===== src/rtl/ddr_pkg.sv =====
// Shared types and helpers for the DDR lane logic: key FSM states, judgement
// event codes and a saturating signed add.
package ddr_pkg;

  typedef enum logic [1:0] {
    KEY_UP    = 2'd0,
    KEY_JUDGE = 2'd1,
    KEY_HELD  = 2'd2
  } key_state_e;

  typedef enum logic [2:0] {
    EV_NONE  = 3'd0,
    EV_HIT   = 3'd1,
    EV_EARLY = 3'd2,
    EV_MISS  = 3'd3,
    EV_WRONG = 3'd4
  } event_e;

  // Adds two signed values and clamps the result to a w-bit two's complement range.
  function automatic int sat_add(input int a, input int b, input int w);
    int sum;
    int hi;
    int lo;
    sum = a + b;
    hi  = (1 << (w - 1)) - 1;
    lo  = -(1 << (w - 1));
    if (sum > hi) return hi;
    if (sum < lo) return lo;
    return sum;
  endfunction

endpackage


===== src/rtl/lane_key_fsm.sv =====
// Key press edge detector: samples the lane key and emits a single-cycle judge
// pulse per press, however long the key is held.
import ddr_pkg::*;

module lane_key_fsm (
  input  logic clk,
  input  logic rst_n,
  input  logic en,
  input  logic clr,
  input  logic key,
  output logic judge
);

  localparam logic [1:0] UP    = KEY_UP;
  localparam logic [1:0] JUDGE = KEY_JUDGE;
  localparam logic [1:0] HELD  = KEY_HELD;

  logic       key_reg;
  logic [1:0] state_reg;
  logic [1:0] state_next;

  // JUDGE always finishes its transition, even with the game paused.
  always_comb begin
    state_next = state_reg;
    case (state_reg)
      UP:      if (key_reg && en) state_next = JUDGE;
      JUDGE:   state_next = key_reg ? HELD : UP;
      HELD:    if (!key_reg && en) state_next = UP;
      default: state_next = UP;
    endcase
    if (clr) state_next = UP;
  end

  always_ff @(posedge clk or negedge rst_n) begin
    if (!rst_n) begin
      key_reg   <= 1'b0;
      state_reg <= UP;
    end else begin
      key_reg   <= key;
      state_reg <= state_next;
    end
  end

  assign judge = (state_reg == JUDGE);

endmodule


===== src/rtl/lane_column.sv =====
// One DDR arrow lane: light shift register, press judge against the top two
// cells, per-cycle signed point delta, saturating score and combo counter.
import ddr_pkg::*;

module lane_column #(
  parameter int DEPTH     = 5,
  parameter int PT_W      = 4,
  parameter int SCORE_W   = 10,
  parameter int COMBO_W   = 6,
  parameter int HIT_PTS   = 2,
  parameter int EARLY_PTS = 1,
  parameter int MISS_PTS  = 2,
  parameter int WRONG_PTS = 1
) (
  input  logic                      clk,
  input  logic                      rst_n,
  input  logic                      en,
  input  logic                      clr,
  input  logic                      step,
  input  logic                      spawn,
  input  logic                      key,
  output logic [DEPTH-1:0]          lighton,
  output logic signed [PT_W-1:0]    pt,
  output logic                      pt_valid,
  output logic signed [SCORE_W-1:0] score,
  output logic [COMBO_W-1:0]        combo
);

  logic                      judge;
  logic                      judge_act;
  logic                      step_act;
  logic                      miss;
  logic                      evt_valid;
  event_e                    judge_evt;
  int                        delta;
  logic [DEPTH-1:0]          light_reg;
  logic [DEPTH-1:0]          cleared;
  logic [DEPTH-1:0]          shifted;
  logic [DEPTH-1:0]          light_next;
  logic signed [PT_W-1:0]    pt_reg;
  logic                      pt_valid_reg;
  logic signed [SCORE_W-1:0] score_reg;
  logic signed [SCORE_W-1:0] score_next;
  logic [COMBO_W-1:0]        combo_reg;
  logic [COMBO_W-1:0]        combo_next;

  lane_key_fsm u_key_fsm (
    .clk   (clk),
    .rst_n (rst_n),
    .en    (en),
    .clr   (clr),
    .key   (key),
    .judge (judge)
  );

  assign judge_act = judge && en && !clr;
  assign step_act  = step && en && !clr;

  // Judgement looks at the pre-shift lights; its clear feeds the shift below.
  always_comb begin
    judge_evt = EV_NONE;
    cleared   = light_reg;
    if (judge_act) begin
      if (light_reg[DEPTH-1]) begin
        judge_evt          = EV_HIT;
        cleared[DEPTH-1]   = 1'b0;
      end else if (light_reg[DEPTH-2]) begin
        judge_evt          = EV_EARLY;
        cleared[DEPTH-2]   = 1'b0;
      end else begin
        judge_evt          = EV_WRONG;
      end
    end
  end

  assign shifted[0] = spawn;
  generate
    for (genvar gi = 1; gi < DEPTH; gi++) begin : g_shift
      assign shifted[gi] = cleared[gi-1];
    end
  endgenerate

  assign miss       = step_act && cleared[DEPTH-1];
  assign light_next = step_act ? shifted : cleared;
  assign evt_valid  = (judge_evt != EV_NONE) || miss;

  always_comb begin
    delta = 0;
    case (judge_evt)
      EV_HIT:   delta = HIT_PTS;
      EV_EARLY: delta = EARLY_PTS;
      EV_WRONG: delta = -WRONG_PTS;
      default:  delta = 0;
    endcase
    if (miss) delta = delta - MISS_PTS;
  end

  assign score_next = SCORE_W'(sat_add(int'(score_reg), delta, SCORE_W));

  // A penalty anywhere in the cycle wins over a hit's increment.
  always_comb begin
    combo_next = combo_reg;
    if (miss || judge_evt == EV_WRONG) begin
      combo_next = '0;
    end else if ((judge_evt == EV_HIT || judge_evt == EV_EARLY) && combo_reg != '1) begin
      combo_next = combo_reg + COMBO_W'(1);
    end
  end

  always_ff @(posedge clk or negedge rst_n) begin
    if (!rst_n) begin
      light_reg    <= '0;
      pt_reg       <= '0;
      pt_valid_reg <= 1'b0;
      score_reg    <= '0;
      combo_reg    <= '0;
    end else if (clr) begin
      light_reg    <= '0;
      pt_reg       <= '0;
      pt_valid_reg <= 1'b0;
      score_reg    <= '0;
      combo_reg    <= '0;
    end else begin
      light_reg    <= light_next;
      pt_reg       <= evt_valid ? PT_W'(delta) : '0;
      pt_valid_reg <= evt_valid;
      score_reg    <= score_next;
      combo_reg    <= combo_next;
    end
  end

  assign lighton  = light_reg;
  assign pt       = pt_reg;
  assign pt_valid = pt_valid_reg;
  assign score    = score_reg;
  assign combo    = combo_reg;

endmodule


===== config.mk =====
export PLATFORM = sky130hd
export DESIGN_NAME = lane_column
export DESIGN_NICKNAME = d
export VERILOG_FILES = /design/src/rtl/ddr_pkg.sv /design/src/rtl/lane_key_fsm.sv /design/src/rtl/lane_column.sv
export SDC_FILE = /design/constraint.sdc
export NUM_CORES = 1
export LEC_CHECK = 0
export ABC_AREA = 1
export CAP_MARGIN = 10
export CORE_UTILIZATION = 43
export DETAILED_ROUTE_END_ITERATION = 7
export DONT_BUFFER_PORTS = 1
export GPL_TIMING_DRIVEN = 0
export PLACE_DENSITY = 0.61
export SYNTH_ARGS = -nofsm -noshare
export SYNTH_HDL_FRONTEND = slang
export SYNTH_SLANG_ARGS = --single-unit

===== constraint.sdc =====
create_clock -name clk -period 3.9 [get_ports clk]
set_clock_uncertainty 0.1 [all_clocks]
set_input_delay 0.39 -clock clk [delete_from_list [all_inputs] [get_ports clk]]
set_output_delay 0.39 -clock clk [all_outputs]
set_load 0.01 [all_outputs]

==> impl_metrics.yaml, run 1 <==
hold_path:
  hold_path_class: "in2reg"
  holdCritStartpoint: "key"
  hold_end: "u_key_fsm.key_reg"
  whs_path_depth: 0
grt:
  grt_pass1_wl_um: 6980
  grt_usage_pct: 18.1
  grtUsageMet3_pct: 6.49
  grtUsageMet2_pct: 29.0
  grt_max_degree: 30
  grt_pass1_vias: 1570
  top_usage_layer: "met2"
  use_met1_pct: 22.2
  gr-total-overflow: 0
  antenna_found_initial: 0
die:
  die_h_um: 69.9
  num_io_pins: 33
  coreArea_mm2: 0.00438
  die_w_um: 69.9
  dieArea_mm2: 0.00488
  initial_utilization_pct: 45.2
  rows: 24
routing:
  final_antenna_net_count: 0
  wl_per_cell_um: 12.3
  wl_um: 4040
  via_per_inst: 5.06
  initialDrtViolationCount: 59
  drc: 0
  num_vias: 1653
  drt_pass1_iterations: 4
power:
  p_leak_nw: 1.19
  pwr-share-comb_pct: 16.7
  internal_power_mw: 0.491
  clkPwrFrac_pct: 32.8
  power_frac_seq_pct: 50.5
  total_power_mw: 0.689
  swShare_pct: 28.8
  ir_drop_mv: 0.199
  switching_power_mw: 0.198
  power_density_mw_per_mm2: 319
setup_path:
  cpPeakStageDelay_ns: 0.49
  crit_fanout: 8
  start_kind: "flop"
  critPathArrivalTime_ns: 3.44
  path_class: "reg2reg"
  r2r_setup_slack_ns: 0.52
  required_ns: 3.96
  crit_path_end_kind: "flop"
  ff2ff_path_depth: 17
  r2r-end: "score[7]"
  crit_chain: "nor2_1 -> nand4_1 -> ha_1 -> inv_1 -> o21ai_0 -> inv_1 -> ha_1 -> nand2_1 -> inv_2 -> a21oi_2 -> nand3_1 -> nand2_1 -> nand2_1 -> nor2_1 -> nand3_1 -> nand3_2 -> nand2_1"
  crit_path_frequent_cell: "nand2_1"
  crit_path_top_delay_cell: "dfrtp_1"
  rr_startpoint: "lighton[4]"
layout:
  area_delta_synth_final_pct: 8.84
  largest_reg_flops: 10
  drive_gt1_share_pct: 9.45
  instances_no_fill: 327
  fin_nets: 295
  n_antenna_cell: 0
clock_tree:
  path_clk_slew_ns: 0.06
  cts_resized: 0
  worst_skew_pair.late_latency_ns: 0.27
  cts-root-buf: "clkbuf_8"
  cts_tree: "yes"
  htreeDepth: 2
  cts_buffers: 5
  clock_sinks: 29
  cts_buffer_depth: 2
run_status:
  outcome: "completed"
yosys:
  postSynthAreaPerCell_um2: 7.47
  synthTopCellsByArea: "dfrtp_1 (37%), nand2_1 (12%), ha_1 (8.2%), inv_1 (8.1%), nand3_1 (5.8%)"
  async_flop_share_pct: 100
  seq_area_frac_synth_pct: 36.6
  syn_area_mm2: 0.00198
  ys_top_cells_by_count: "nand2_1 (65), inv_1 (43), dfrtp_1 (29), nor2_1 (28), nand3_1 (23)"
  syn_inst: 265
  ys_seq_elements: 29
  synth-warning-count: 0
  synth_nets: 286
  ys.flop_type: "dfrtp_1"
  yosysTopAreaCell: "dfrtp_1"
  yosysUniqueCellTypes: 28
  yosysTopAreaCellShare_pct: 36.6
  synth.most_common_cell: "nand2_1"
  synth_enable_flop_cells: 0
timing:
  period_needed_ns: 3.38
  fmax_ghz: 0.296
  timing.final.crit_share_pct: 86.7
  setup_tns_ns: 0
  setup_viol: 0
  hold_viol_final: 0
  rsz0062_at_grt: "false"
  slew_headroom_pct: 64.6
  worst_pin_slew_ns: 0.526
  slew_viol_final: 0
placed_design:
  place_congestion: 0.865
  dp_hpwl_um: 3160
  dp_cells: 317
  port_buffers: 0
flow_run:
  maxCapViolations: 0
## layout by cell type, fill, tap and decap left out, drive strengths merged
| cell type | instances |
|---|---|
| fa | 1 |
| dfrtp | 29 |
| and2 | 1 |
| a21oi | 10 |
| xor2 | 3 |
| nor3b | 1 |
| nand4 | 7 |
| o21ai | 11 |
| nand3b | 1 |
| nand2 | 69 |
| o22ai | 4 |
| buf | 2 |
| ha | 13 |
| inv | 46 |
| clkbuf | 8 |
| xnor2 | 4 |
| nor2 | 30 |
| nand3 | 28 |
| dlygate4sd3 | 1 |
| nor3 | 6 |
## final cells by class
class	instances	area, um2
fillers	462	2230
plain buffers	1	7.51
flip-flops and latches	29	726
repair buffers	2	30.0
well taps	52	65.1
clock buffers	8	80.1
multi-input cells	189	1070
inverters	46	173
## power groups by stage
stage	Combinational [mW]	Sequential [mW]	Clock, mW
finish	0.115	0.348	0.226
floorplan	0.0862	0.348	0
global route	0.132	0.351	0.252
CTS	0.116	0.349	0.235
detailed placement	0.105	0.354	0
global placement	0.106	0.354	0
## metrics by stage
step	instance area (um2)	hold WS, ns	worst slack [ns]	utilization, %
2_1_floorplan	1980	-0.00559	1.05	-
3_3_place_gp	2050	-0.00502	0.472	46.7
3_5_place_dp	2050	-0.00495	0.488	46.7
4_1_cts	2160	0.0360	0.479	49.2
5_1_grt	2160	0.0286	0.141	49.2
6_report	2160	0.0459	0.517	49.2
## timing repair
action	4_1_cts	5_1_grt
hold buffers	2	0
buffers inserted	0	0
hold endpoints to repair	29	0
## cells by family (layout without fill, tap and decap cells)
kind of cell	Yosys count	after routing	synth area share, %
compound gates	25	25	6.76
xor+xnor	7	7	3.10
buf+inv	47	57	9.10
fa+ha+maj	14	14	9.22
flops	29	29	36.6
simple gates	143	143	35.2
## critical path, delay by kind of cell (launching register included)
kind	cells	cell delay, ns
AND/OR/NAND/NOR	10	1.42
adder cells (fa/ha/maj)	2	0.59
flip-flops	1	0.49
AO/OA/AOI/OAI	2	0.33
buffers and inverters	3	0.34
## worst max-delay path by stage
stage          slack (ns)                    from        to
3_3_place_gp         0.47              lighton[4]  score[8]
2_1_floorplan        1.05              lighton[4]  score[0]
5_1_grt              0.14              lighton[4]  score[8]
6_report             0.52              lighton[4]  score[7]
3_5_place_dp         0.49                      en  score[8]
4_1_cts              0.48  u_key_fsm.state_reg[1]  score[8]
## routing by layer
metal	part of all wire [%]	wire, um
met1	45	1820
met2	48	1930
met3	5.4	219
met4	1.6	63
met5	0	0
No activity file was read; power rests on OpenSTA's default activity.
==> run 2, diff against run 1 <==
--- a/config.mk
+++ b/config.mk
@@ -6,6 +6,7 @@
 export NUM_CORES = 1
 export LEC_CHECK = 0
 export ABC_AREA = 1
+export ABC_CLOCK_PERIOD_IN_PS = 3900
 export CAP_MARGIN = 10
 export CORE_UTILIZATION = 43
 export DETAILED_ROUTE_END_ITERATION = 7
==> constraint.sdc (replaced) <==
create_clock -name clk -period 3.9 [get_ports clk]
set_clock_uncertainty 0.1 [all_clocks]
set_input_delay 0.78 -clock clk [delete_from_list [all_inputs] [get_ports clk]]
set_output_delay 0.78 -clock clk [all_outputs]
set_load 0.01 [all_outputs]
==> impl_metrics.yaml, run 2 (synthesis results as in run 1) <==
die:
  die_w_um: 69.9
  num_io_pins: 33
  dieArea_mm2: 0.00488
  coreArea_mm2: 0.00438
  initial_utilization_pct: 45.2
  die_h_um: 69.9
  rows: 24
placed_design:
  port_buffers: 0
  dp_cells: 317
  dpl_cell_area_mm2: 0.00205
  place_congestion: 0.865
  dp_hpwl_um: 3160
  place_ws_ns: 0.0979
layout:
  drive_gt1_share_pct: 9.16
  largest_reg_flops: 10
  instances_no_fill: 325
  final_common_cell: "nand2_1"
  most-common-layout-cells: "nand2_1 (65), inv_1 (43), dfrtp_1 (29)"
  n_antenna_cell: 0
  fin_nets: 293
  area_delta_synth_final_pct: 7.33
  fin_area_mm2: 0.00213
routing:
  num_vias: 1642
  initialDrtViolationCount: 55
  wl_per_cell_um: 12.4
  wl_um: 4040
  via_per_inst: 5.05
  drt_pass1_iterations: 4
  drc: 0
  final_antenna_net_count: 0
setup_path:
  rr_startpoint: "lighton[4]"
  critPathArrivalTime_ns: 3.52
  crit_path_end_kind: "flop"
  r2r-end: "score[7]"
  start_kind: "input port"
  ff2ff_path_depth: 17
  path_class: "in2reg"
  startpoint: "en"
  r2r_setup_slack_ns: 0.51
  crit_fanout: 8
  required_ns: 3.96
  cp-endpoint: "score[7]"
clock_tree:
  cts_buffers: 5
  cts_tree: "yes"
  worst_skew_pair.late_latency_ns: 0.27
  htreeDepth: 2
  cts-root-buf: "clkbuf_8"
  path_clk_slew_ns: 0.06
  clock_sinks: 29
  post_cts_buffers: 0
  cts_buffer_depth: 2
  cts_resized: 0
  hold_buffers: 0
timing:
  fmax_ghz: 0.288
  slew_viol_final: 0
  slew_headroom_pct: 64.6
  timing.final.crit_share_pct: 88.9
  period_needed_ns: 3.47
  hold_viol_final: 0
  rsz0062_at_grt: "false"
  worst_pin_slew_ns: 0.526
  setup_ws_ns: 0.431
  setup_tns_ns: 0
  setup_viol: 0
power:
  swShare_pct: 28.3
  power_frac_seq_pct: 51.1
  internal_power_mw: 0.488
  switching_power_mw: 0.192
  pwr-share-comb_pct: 15.6
  power_density_mw_per_mm2: 320
  ir_drop_mv: 0.198
  p_leak_nw: 1.17
  clkPwrFrac_pct: 33.3
grt:
  grt_max_degree: 30
  grt_pass1_vias: 1557
  antenna_found_initial: 0
  gr-total-overflow: 0
  grt_usage_pct: 18.0
  grt_pass1_wl_um: 6960
flow_run:
  maxCapViolations: 0
hold_path:
  hold_path_class: "in2async"
run_status:
  outcome: "completed"
## run 2: power by group through the flow
| stage | logic, mW | registers, mW | clock network, mW |
|---|---|---|---|
| 2_1_floorplan | 0.0862 | 0.348 | 0 |
| 3_3_place_gp | 0.106 | 0.354 | 0 |
| 3_5_place_dp | 0.105 | 0.354 | 0 |
| 4_1_cts | 0.107 | 0.349 | 0.235 |
| 5_1_grt | 0.121 | 0.351 | 0.252 |
| 6_report | 0.106 | 0.348 | 0.226 |
## run 2: layer usage
layer | wire (um) | GRT usage, % | up-vias
met4 | 63 | 7.11 | 0
met3 | 220 | 6.49 | 7
li1 | - | - | 868
met2 | 1930 | 28.3 | 30
met1 | 1830 | 22.6 | 737
met5 | 0 | 0 | -
## run 2: cell type report
class	count	area [um2]
plain buffers	1	7.51
clock buffers	8	80.1
fillers	465	2260
inverters	46	173
multi-input cells	189	1070
flip-flops and latches	29	726
well taps	52	65.1
## run 2: critical path: stages
cell	delay, ns
inv_1	0.04
nor3_1	0.35
nand3_2	0.18
o21ai_0	0.30
inv_1	0.23
ha_1	0.46
nand3_1	0.13
nor2_1	0.16
nand3_1	0.09
nand3_1	0.11
nand2_2	0.10
nor2_1	0.13
nand3_1	0.20
nand3_2	0.19
nand2_1	0.08
## run 2: worst min path at each step
stage          startpoint         end  slack [ns]  depth (start not counted)
2_1_floorplan       rst_n    combo[0]        0.38                          0
3_3_place_gp        rst_n  lighton[2]        0.38                          0
3_5_place_dp        rst_n  lighton[2]        0.39                          0
4_1_cts             rst_n  lighton[3]        0.09                          0
5_1_grt             rst_n    combo[5]        0.08                          0
6_report            rst_n    score[1]         0.1                          0
## run 2: through the flow
step	utilization (%)	hold slack, ns	power (mW)
4_1_cts	48.5	0.0897	0.691
2_1_floorplan	-	0.384	0.435
3_5_place_dp	46.7	0.385	0.459
6_report	48.5	0.0996	0.680
5_1_grt	48.5	0.0771	0.724
3_3_place_gp	46.7	0.385	0.460
==> run 3, diff against run 2 <==
--- a/config.mk
+++ b/config.mk
@@ -6,13 +6,14 @@
 export NUM_CORES = 1
 export LEC_CHECK = 0
 export ABC_AREA = 1
-export ABC_CLOCK_PERIOD_IN_PS = 3900
+export ABC_CLOCK_PERIOD_IN_PS = 2950
 export CAP_MARGIN = 10
-export CORE_UTILIZATION = 43
+export CORE_ASPECT_RATIO = 1.2
+export CORE_UTILIZATION = 40
 export DETAILED_ROUTE_END_ITERATION = 7
 export DONT_BUFFER_PORTS = 1
 export GPL_TIMING_DRIVEN = 0
-export PLACE_DENSITY = 0.61
+export PLACE_DENSITY = 0.59
 export SYNTH_ARGS = -nofsm -noshare
 export SYNTH_HDL_FRONTEND = slang
 export SYNTH_SLANG_ARGS = --single-unit
==> constraint.sdc (replaced) <==
create_clock -name clk -period 2.95 [get_ports clk]
set_clock_uncertainty 0.1 [all_clocks]
set_input_delay 0.59 -clock clk [delete_from_list [all_inputs] [get_ports clk]]
set_output_delay 0.59 -clock clk [all_outputs]
set_load 0.01 [all_outputs]
==> impl_metrics.yaml, run 3 (synthesis results as in run 1) <==
layout:
  area_delta_synth_final_pct: 34.2
  n_antenna_cell: 0
  largest_reg_flops: 10
  finalCoreUtilization_pct: 57.0
  fin_area_mm2: 0.00266
  final_common_cell: "nand2_1"
  most-common-layout-cells: "nand2_1 (43), inv_1 (38), dfrtp_1 (28)"
  fin_nets: 308
  drive_gt1_share_pct: 37.2
  instances_no_fill: 346
clock_tree:
  htreeDepth: 2
  cts_tree: "yes"
  path_clk_slew_ns: 0.06
  cts-root-buf: "clkbuf_8"
  cts_buffer_depth: 2
  clock_sinks: 29
  worst_skew_pair.late_latency_ns: 0.28
  cts_buffers: 5
timing:
  setup_ws_ns: -0.0562
  slew_viol_final: 0
  slew_headroom_pct: 66.5
  fmax_ghz: 0.333
  period_needed_ns: 3.01
  rsz0062_at_grt: "true"
  timing.final.crit_share_pct: 102
  whs_ns: 0.0208
  worst_pin_slew_ns: 0.498
  setup_viol: 9
  hold_viol_final: 0
grt:
  antenna_found_initial: 0
  grtUsageMet3_pct: 4.60
  grt_pass1_wl_um: 7110
  grtUsageMet2_pct: 30.6
  grt_pass1_vias: 1655
  grt_usage_pct: 17.9
  use_met1_pct: 20.5
  top_usage_layer: "met2"
  gr-total-overflow: 0
  grt_max_degree: 30
die:
  die_w_um: 66.2
  initial_utilization_pct: 42.5
  dieArea_mm2: 0.00524
  rows: 27
  coreArea_mm2: 0.00466
  num_io_pins: 33
  die_h_um: 79.1
setup_path:
  crit_fanout: 7
  startpoint: "u_key_fsm.state_reg[1]"
  critPathArrivalTime_ns: 3.07
  crit_path_end_kind: "flop"
  path_class: "reg2reg"
  rr_startpoint: "u_key_fsm.state_reg[1]"
  start_kind: "flop"
  required_ns: 3.01
run_status:
  violations: "setup timing"
  outcome: "finished, violations left"
power:
  total_power_mw: 1.06
  p_leak_nw: 1.35
  swShare_pct: 30.0
  clkPwrFrac_pct: 33.5
  internal_power_mw: 0.742
  switching_power_mw: 0.318
  pwr-share-comb_pct: 22.3
  power_density_mw_per_mm2: 399
  ir_drop_mv: 0.343
  power_frac_seq_pct: 44.2
routing:
  num_vias: 1770
  drc: 0
  via_per_inst: 5.12
  drt_pass1_iterations: 4
  final_antenna_net_count: 0
  wl_per_cell_um: 13.2
  wl_um: 4580
  initialDrtViolationCount: 49
placed_design:
  dp_cells: 323
  place_congestion: 0.805
  dp_hpwl_um: 3190
  dpl_cell_area_mm2: 0.00207
  port_buffers: 0
flow_run:
  maxCapViolations: 0
hold_path:
  hold_path_class: "in2async"
run 3: cell types whose count changed in the layout (fill, tap and decap cells not counted), moves of 7 or more:
cell and delta:
nand3_1 -8, buf_4 +13, nor2_2 +8, ha_1 -10, nand2_1 -22, nand2_2 +15
nor2_1 -12, ha_4 +9, nand2_4 +7
run 3: layer usage:
metal / up-vias / part of all wire, %
li1: 893 / -
met5: - / 0
met1: 840 / 40
met2: 29 / 54
met3: 8 / 4.0
met4: 0 / 1.8
run 3: final timing paths:
check,end,slack [ns],depth (start not counted)
setup / recovery,score[8],-0.06,17
hold / removal,pt_valid,0.02,1
setup reg to reg,score[8],-0.06,17
hold reg to reg,u_key_fsm.state_reg[1],0.44,2
max in group asynchronous,lighton[4],2.56,1
min in group clk,u_key_fsm.key_reg,0.24,0
run 3: timing repair:
item,in CTS,in global routing
gates resized for setup,18,66
setup endpoints to repair,10,9
setup buffers,1,13
endpoints found under the hold margin,29,0
hold buffers,1,0
pin swaps,2,36
run 3: power groups by stage:
stage                     logic (mW)  registers, mW  clock network, mW
after floorplan                0.117          0.462                  0
after global placement         0.141          0.470                  0
after detailed placement       0.141          0.470                  0
after CTS                      0.177          0.471              0.370
after global routing           0.261          0.472              0.389
final                          0.236          0.469              0.355
run 3: metrics by stage:
stage | setup TNS [ns] | setup slack (ns)
after floorplan | 0 | 0.0708
after detailed placement | -3.68 | -0.414
final | -0.356 | -0.0562
after global placement | -3.39 | -0.385
after CTS | 0 | 0.00192
after global routing | -1.70 | -0.213
run 3: layout make-up:
class                      instances  area [um2]
fill                             441        2000
clock buffer                       7        96.3
inverter                          46         181
clock inverter                     1        5.00
timing repair buffer              15         138
tap                               58        72.6
sequential                        29         727
multi-input combinational        189        1430
buffer                             1        7.51
run 3: worst max-delay path: stages (launching register included):
cell and delay [ns]:
dfrtp_1 0.42, nor2_4 0.16, nand3_4 0.11, buf_12 0.15, buf_4 0.13, buf_4 0.13, o21ai_1 0.25, ha_1 0.30
nand3_1 0.10, nand3_1 0.17, nand3_1 0.15, nand3_2 0.08, nand2_1 0.08, nand2_2 0.07, nor2_2 0.12, nand3_2 0.13
nand3_4 0.16, nand2_1 0.07
